$ cat config.mk
export PLATFORM = sky130hd
export DESIGN_NAME = lc3_mem_ctrl
export DESIGN_NICKNAME = d
export VERILOG_FILES = /design/src/rtl/lc3_mem_ctrl.sv
export SDC_FILE = /design/constraint.sdc
export NUM_CORES = 1
export LEC_CHECK = 0
export CORE_ASPECT_RATIO = 1.2
export CORE_MARGIN = 1.5
export CORE_UTILIZATION = 45
export DETAILED_ROUTE_END_ITERATION = 16
export HOLD_SLACK_MARGIN = 0.12
export MAX_ROUTING_LAYER = met4
export PLACE_DENSITY = 0.8
export REMOVE_ABC_BUFFERS = 1
export SYNTH_ARGS = -nofsm -noshare
export SYNTH_HDL_FRONTEND = slang
export SYNTH_SLANG_ARGS = --single-unit
export TNS_END_PERCENT = 5
$ cat constraint.sdc
create_clock -name clk -period 1.8 [get_ports clk]
set_input_delay 0.18 -clock clk [delete_from_list [all_inputs] [get_ports clk]]
set_output_delay 0.18 -clock clk [all_outputs]
set_load 0.005 [all_outputs]
$ cat src/rtl/lc3_mem_ctrl.sv
// LC-3 memory controller: bridges the datapath MIO_EN/R handshake to a
// wait-stated RAM port and to the memory-mapped keyboard/display registers
// (KBSR xFE00, KBDR xFE02, DSR xFE04, DDR xFE06).
module lc3_mem_ctrl #(
    parameter int WAIT_STATES = 2
) (
    input  logic        clk,
    input  logic        rst_n,
    input  logic        MIO_EN,
    input  logic        R_W,
    input  logic [15:0] MAR,
    input  logic [15:0] MDR_in,
    output logic [15:0] rdata,
    output logic        R,
    output logic        mem_en,
    output logic        mem_we,
    output logic [15:0] mem_addr,
    output logic [15:0] mem_wdata,
    input  logic [15:0] mem_rdata,
    input  logic        kb_valid,
    input  logic [7:0]  kb_data,
    output logic        dsp_valid,
    output logic [7:0]  dsp_data,
    input  logic        dsp_ready,
    output logic        INT
);

    // Counter preload: BUSY lasts WAIT_STATES cycles, leaving at count 0.
    localparam logic [3:0]  WAIT_LOAD = 4'(WAIT_STATES - 1);
    localparam logic [15:0] DEV_BASE  = 16'hFE00;

    localparam logic [1:0] IDX_KBSR = 2'd0;
    localparam logic [1:0] IDX_KBDR = 2'd1;
    localparam logic [1:0] IDX_DSR  = 2'd2;
    localparam logic [1:0] IDX_DDR  = 2'd3;

    typedef enum logic [1:0] {
        IDLE = 2'd0,
        BUSY = 2'd1,
        DONE = 2'd2
    } state_t;

    state_t      state_reg;
    logic [3:0]  count_reg;
    logic        rw_reg;        // latched R_W of the access in flight
    logic        dev_reg;       // access in flight targets a device register
    logic [1:0]  dev_idx_reg;   // which device register
    logic [15:0] rdata_reg;     // read data held between DONE cycles

    logic        kbsr15_reg;    // keyboard ready
    logic        kbsr14_reg;    // keyboard interrupt enable
    logic [7:0]  kbdr_reg;

    logic [3:0]  dev_hit;
    logic        dev_sel;
    logic [1:0]  dev_idx;
    logic [15:0] dev_rdata;
    logic        dev_done;
    logic        kbdr_rd;
    logic        kbsr_wr;
    logic        ddr_wr;
    logic        kb_accept;

    // One comparator per device register address (xFE00 + 2*gi).
    genvar gi;
    generate
        for (gi = 0; gi < 4; gi++) begin : g_dev_decode
            assign dev_hit[gi] = (MAR == (DEV_BASE + 16'(2 * gi)));
        end
    endgenerate

    assign dev_sel = |dev_hit;

    // Encode the device hit vector into a register index.
    always_comb begin
        dev_idx = IDX_KBSR;
        if (dev_hit[1]) begin
            dev_idx = IDX_KBDR;
        end else if (dev_hit[2]) begin
            dev_idx = IDX_DSR;
        end else if (dev_hit[3]) begin
            dev_idx = IDX_DDR;
        end
    end

    // Zero-extended device read value from the current register state.
    always_comb begin
        dev_rdata = 16'h0000;
        case (dev_idx_reg)
            IDX_KBSR: dev_rdata = {kbsr15_reg, kbsr14_reg, 14'b0};
            IDX_KBDR: dev_rdata = {8'h00, kbdr_reg};
            IDX_DSR:  dev_rdata = {~dsp_valid, 15'b0};
            default:  dev_rdata = 16'h0000;
        endcase
    end

    // Device side effects all happen in the DONE cycle of a device access.
    assign dev_done = (state_reg == DONE) && dev_reg;
    assign kbdr_rd  = dev_done && !rw_reg && (dev_idx_reg == IDX_KBDR);
    assign kbsr_wr  = dev_done &&  rw_reg && (dev_idx_reg == IDX_KBSR);
    assign ddr_wr   = dev_done &&  rw_reg && (dev_idx_reg == IDX_DDR);

    // A KBDR read frees the buffer in the same cycle, so a byte arriving
    // alongside the read is accepted rather than dropped.
    assign kb_accept = kb_valid && (!kbsr15_reg || kbdr_rd);

    // Device reads present the live register value during DONE, so a
    // keyboard byte landing in that cycle does not disturb the returned
    // data; the value is then held in rdata_reg.
    assign rdata = (dev_done && !rw_reg) ? dev_rdata : rdata_reg;

    assign INT = kbsr15_reg && kbsr14_reg;

    // Access sequencer with registered handshake and RAM port outputs.
    always_ff @(posedge clk or negedge rst_n) begin
        if (!rst_n) begin
            state_reg   <= IDLE;
            count_reg   <= 4'd0;
            rw_reg      <= 1'b0;
            dev_reg     <= 1'b0;
            dev_idx_reg <= IDX_KBSR;
            rdata_reg   <= 16'h0000;
            R           <= 1'b0;
            mem_en      <= 1'b0;
            mem_we      <= 1'b0;
            mem_addr    <= 16'h0000;
            mem_wdata   <= 16'h0000;
        end else begin
            case (state_reg)
                IDLE: begin
                    R      <= 1'b0;
                    mem_en <= 1'b0;
                    mem_we <= 1'b0;
                    if (MIO_EN) begin
                        mem_addr    <= MAR;
                        mem_wdata   <= MDR_in;
                        rw_reg      <= R_W;
                        dev_reg     <= dev_sel;
                        dev_idx_reg <= dev_idx;
                        if (dev_sel) begin
                            state_reg <= DONE;
                            R         <= 1'b1;
                        end else begin
                            state_reg <= BUSY;
                            count_reg <= WAIT_LOAD;
                            mem_en    <= 1'b1;
                            mem_we    <= R_W;
                        end
                    end
                end
                BUSY: begin
                    if (count_reg == 4'd0) begin
                        if (!rw_reg) begin
                            rdata_reg <= mem_rdata;
                        end
                        mem_en    <= 1'b0;
                        mem_we    <= 1'b0;
                        R         <= 1'b1;
                        state_reg <= DONE;
                    end else begin
                        count_reg <= count_reg - 4'd1;
                    end
                end
                DONE: begin
                    R         <= 1'b0;
                    state_reg <= IDLE;
                    if (dev_reg && !rw_reg) begin
                        rdata_reg <= dev_rdata;
                    end
                end
                default: begin
                    R         <= 1'b0;
                    mem_en    <= 1'b0;
                    mem_we    <= 1'b0;
                    state_reg <= IDLE;
                end
            endcase
        end
    end

    // Keyboard status/data registers.
    always_ff @(posedge clk or negedge rst_n) begin
        if (!rst_n) begin
            kbsr15_reg <= 1'b0;
            kbsr14_reg <= 1'b0;
            kbdr_reg   <= 8'h00;
        end else begin
            if (kb_accept) begin
                kbdr_reg   <= kb_data;
                kbsr15_reg <= 1'b1;
            end else if (kbdr_rd) begin
                kbsr15_reg <= 1'b0;
            end
            if (kbsr_wr) begin
                kbsr14_reg <= mem_wdata[14];
            end
        end
    end

    // Display offer: one character buffered until the display takes it.
    always_ff @(posedge clk or negedge rst_n) begin
        if (!rst_n) begin
            dsp_valid <= 1'b0;
            dsp_data  <= 8'h00;
        end else begin
            if (ddr_wr && !dsp_valid) begin
                dsp_valid <= 1'b1;
                dsp_data  <= mem_wdata[7:0];
            end else if (dsp_valid && dsp_ready) begin
                dsp_valid <= 1'b0;
            end
        end
    end

endmodule

Word-level counts from Yosys, hierarchy flattened
Index checks and enable logic that the tools add are counted.

Logic and storage cells: 94. Register bits: 80.

Reductions and logical operators: 28. $add $sub $neg: 1. Equality and inequality tests: 15. Mux-type cells: 32. Bitwise gates (word level): 2.

Operators with widths (number): equality test 16 bit (second input constant) (4); two-way mux 16 bit (4); case mux 16 bit (3 select lines) (1); case mux 16 bit (2 select lines) (1); two-way mux 1 bit (12); two-way mux 2 bit (6); two-way mux 4 bit (3); logical AND 1 bit (11); != test 2 bit (second input constant) (5); case mux 4 bit (2 select lines) (1); AND reduction 4 bit (2); nonzero test 2 bit (4); equality test 2 bit (second input constant) (3); case mux 1 bit (3 select lines) (2); AND reduction 2 bit (3); equality test 2 x 1 -> 1 bit (second input constant) (2); logical NOT 2 bit (2); logical NOT 4 bit (1); case mux 2 bit (2 select lines) (1); OR reduction 4 bit (1); subtractor 4 x 1 -> 4 bit (second input constant) (1); logical NOT 1 bit (3); != test 2 x 1 -> 1 bit (second input constant) (1); inverter 1 bit (2); other kinds (2) (2).

Longest topological paths before layout
Depth in word-level cells: 7. Depth in mapped cells: 7.

Least setup slack after synthesis
OpenSTA, ideal clock, no wires.

Path type: reg-to-reg. Start point: register count_reg[0]. End point: register rdata_reg[14]. Period minus slack after synthesis: 1.585 ns. Path slack: 0.215 ns. Stages on the path, launching flop included: 7. Arrival: 1.460 ns. Path through: dfrtp_1 inv_1 ha_1 nor3b_2 a21boi_4 buf_4 mux2_2.

Cells in the longest elaborated chain, start to end: 3.

RTL lines: from (decl) (line 44) `logic [3:0] count_reg;`; from (signal assigned) (line 161) `count_reg <= count_reg - 4'd1;`; logical NOT 4 bit (line 152) `if (count_reg == 4'd0) begin`; != test 2 bit (no source line); AND reduction 4 bit (no source line); to (signal assigned) (line 154) `rdata_reg <= mem_rdata;`; to (signal assigned) (line 168) `rdata_reg <= dev_rdata;`; to (decl) (line 48) `logic [15:0] rdata_reg;`.

No other way between the ends. A chain may end at the register's enable or synchronous reset.

Final worst setup path
Start point: register rw_reg. End point: output rdata[4].

Cells in the longest elaborated chain, start to end: 3.

RTL lines: from (decl) (line 45) `logic rw_reg;`; from (signal assigned) (line 119) `rw_reg <= 1'b0;`; from (signal assigned) (line 137) `rw_reg <= R_W;`; logical NOT 1 bit (line 110) `assign rdata = (dev_done && !rw_reg) ? dev_rdata : rdata_reg;`; logical AND 1 bit (line 110); two-way mux 16 bit (line 110); to (decl) (line 13) `output logic [15:0] rdata,`.

No other way between the ends.

==> results.py <==
metrics = {
    "outcome": {
        "status": "complete, but fails checks",
        "violations": "setup timing",
    },
    "yosys": {
        "ys_top_cells_by_area": "dfrtp_1 (57%), nand2_1 (17%), mux2_2 (8.4%)",
        "ys_ff_latch": 80,
        "ys_types": 35,
        "synth_commonest_cells": "nand2_1 (156), dfrtp_1 (80), o21ai_0 (33)",
        "syn_inst": 364,
        "synth_edf_count": 0,
        "ys_seq_area_frac": 0.574,
        "synth.most_common_cell": "nand2_1",
        "yosysTopAreaCell": "dfrtp_1",
        "async_flop_share": 1.00,
        "synth.avg_cell_area_um2": 9.59,
        "synth_top_area_frac": 0.574,
        "yosysWarnings": 0,
        "synth-main-ff-cell": "dfrtp_1",
        "netlist_area_um2": 3490,
    },
    "sta": {
        "finalSetupViolations": 10,
        "setup_tns_ns": -1.43,
        "clock_skew_ns": 0.0106,
        "fin_ws_ns": -0.217,
        "period_share": 1.12,
        "finalCriticalPeriod_ns": 2.02,
        "slew_viol_final": 0,
        "hold_viol": 0,
        "worstMarginPinSlew_ns": 0.483,
        "max_slew_margin": 0.678,
        "max_freq_mhz": 496,
        "rsz0062_at_grt": "yes",
    },
    "floorplanning": {
        "coreArea_um2": 7620,
        "die-area_um2": 8290,
        "die_x_um": 83.4,
        "die_y_um": 99.5,
        "row_count": 35,
        "ioPinCount": 123,
        "start_util": 0.458,
    },
    "placed_design": {
        "gp_congestion": 0.812,
        "dp_slack_ns": 0.0133,
        "hpwlAfterDp_mm": 6.15,
        "portBuffers": 122,
        "placed_area_um2": 4930,
    },
    "grt": {
        "grt_overflow_total": 0,
        "antenna_found_initial": 0,
        "grt_pass1_vias": 3067,
        "grt_pass1_wl_mm": 13.9,
        "gr-usage-all-layers": 0.215,
        "grt_max_degree": 46,
    },
    "hold_path": {
        "hold_class": "in -> async",
    },
    "power": {
        "pwr-share-clk": 0.167,
        "p_sw_frac": 0.328,
        "p_seq_frac": 0.413,
        "switchingPower_mw": 2.22,
        "vdd.ir_drop.worst_mv": 0.792,
        "p_leak_nw": 2.46,
        "power_mw": 6.77,
        "powerDensity_nw_per_um2": 1320,
        "comb_power_share": 0.420,
        "internal_power_mw": 4.55,
    },
    "setup_path": {
        "cp-end-kind": "output pin",
        "rr_worst_depth": 5,
        "rr_startpoint": "count_reg[1]",
        "crit_arrival_ns": 1.84,
        "r2r_setup_slack_ns": 0.09,
        "regToRegEndpoint": "rdata_reg[14]",
        "crit_slowest_cell": "clkdlybuf4s50_1",
        "cp_max_fo": 9,
        "critPathMaxStageDelay_ns": 0.52,
        "cp_cell_sequence": "nand4bb_4 -> buf_4 -> o21ai_0 -> clkdlybuf4s50_1",
        "startpoint_type": "flop",
        "crit_required_ns": 1.62,
        "worstSetupPathType": "reg -> out",
    },
    "routing": {
        "route.vias.total": 3002,
        "antenna_left": 0,
        "dr.first_iter.drc_count": 98,
        "wl_mm": 8.38,
        "wl_per_cell_um": 13.9,
        "drtPass1Iterations": 4,
        "vias_per_cell": 5.00,
        "route.detailed.drc": 0,
    },
    "finish": {
        "drive_gt1_frac": 0.141,
        "fillers": 613,
        "nets": 569,
        "register_area_um2": 2000,
        "multiInputGateArea_um2": 1420,
        "area_growth_pct": 47.3,
        "final_core_util": 0.675,
        "final_area_um2": 5140,
        "antenna_cells": 0,
    },
    "clocking": {
        "tritoncts": "yes",
        "cts_max_level": 3,
        "cts_buffer_depth": 2,
        "cts_buffers": 9,
        "clkTransAtPathRegs_ns": 0.08,
        "insertion_delay_ns": 0.34,
        "cts.sinks": 80,
        "root_buffer": "clkbuf_8",
    },
    "job": {
        "max-cap-violations": 0,
    },
}
[per-layer routing]
| layer | wire length [um] | up-vias | GRT usage |
|---|---|---|---|
| met5 | 0 | - | - |
| met4 | 151 | 0 | 0.0808 |
| met3 | 508 | 12 | 0.0465 |
| met2 | 4120 | 95 | 0.356 |
| met1 | 3600 | 1430 | 0.260 |
| li1 | - | 1465 | - |
[power by group through the flow]
stage          sequential (mW)  clock [mW]  combinational [mW]
2_1_floorplan             2.81           0                1.13
6_report                  2.79        1.13                2.84
3_5_place_dp              2.82           0                2.88
3_3_place_gp              2.78           0                2.80
5_1_grt                   2.87        1.24                3.15
4_1_cts                   2.80        1.16                2.88
[cell usage in the layout, fill, tap and decap left out, types with 4 or more instances in the layout]
| cell | n |
|---|---|
| inv_1 | 4 |
| o21ai_1 | 5 |
| and2_1 | 8 |
| buf_4 | 22 |
| o21ai_0 | 29 |
| dfrtp_1 | 79 |
| mux2_2 | 26 |
| clkbuf_8 | 9 |
| nor2_1 | 5 |
| dlygate4sd2_1 | 5 |
| nand2b_1 | 4 |
| nand2_1 | 156 |
| clkdlybuf4s50_1 | 115 |
[worst max path at each step]
stage | startpoint | end | slack [ns] | depth (start not counted)
2_1_floorplan | rw_reg | kbdr_reg[0] | -0.16 | 4
3_3_place_gp | rw_reg | rdata[2] | 0.05 | 4
3_5_place_dp | rw_reg | rdata[1] | 0.01 | 4
4_1_cts | rw_reg | rdata[7] | -0.25 | 4
5_1_grt | rw_reg | rdata[4] | -0.33 | 4
6_report | rw_reg | rdata[4] | -0.22 | 4
[layout make-up]
| type | instances | area share |
|---|---|---|
| Clock inverter | 5 | 0.00657 |
| Inverter | 4 | 0.00292 |
| Timing Repair Buffer | 146 | 0.277 |
| Multi-Input combinational cell | 264 | 0.277 |
| Clock buffer | 10 | 0.0248 |
| Sequential cell | 80 | 0.390 |
| Tap cell | 92 | 0.0224 |
[repair_timing]
action                                  in CTS  in global routing
gates resized for setup                      8                  5
buffers inserted                             3                  0
hold buffers                                 1                  0
endpoints found under the hold margin       35                  0
endpoints found under the setup margin      16                 19
[per-stage QoR]
| step | cells | hold slack (ns) |
|---|---|---|
| 2_1_floorplan | 348 | -0.116 |
| 3_3_place_gp | 582 | 0.166 |
| 3_5_place_dp | 582 | 0.174 |
| 4_1_cts | 601 | 0.344 |
| 5_1_grt | 601 | 0.366 |
| 6_report | 601 | 0.341 |
[cells by family after synthesis]
group,count (synthesis),share of synthesized area
AND/OR/NAND/NOR,191,0.236
adder cells (fa/ha/maj),2,0.00717
multiplexers,26,0.0839
buffers and inverters,20,0.0237
AO/OA/AOI/OAI,45,0.0753
flip-flops,80,0.574
[worst max-delay path, delay by kind of cell (launching register included)]
family | cells | cell delay (ns)
compound gates | 1 | 0.16
buf+inv | 2 | 0.71
flops | 1 | 0.38
simple gates | 1 | 0.25
(Power assumes the default switching activity.)
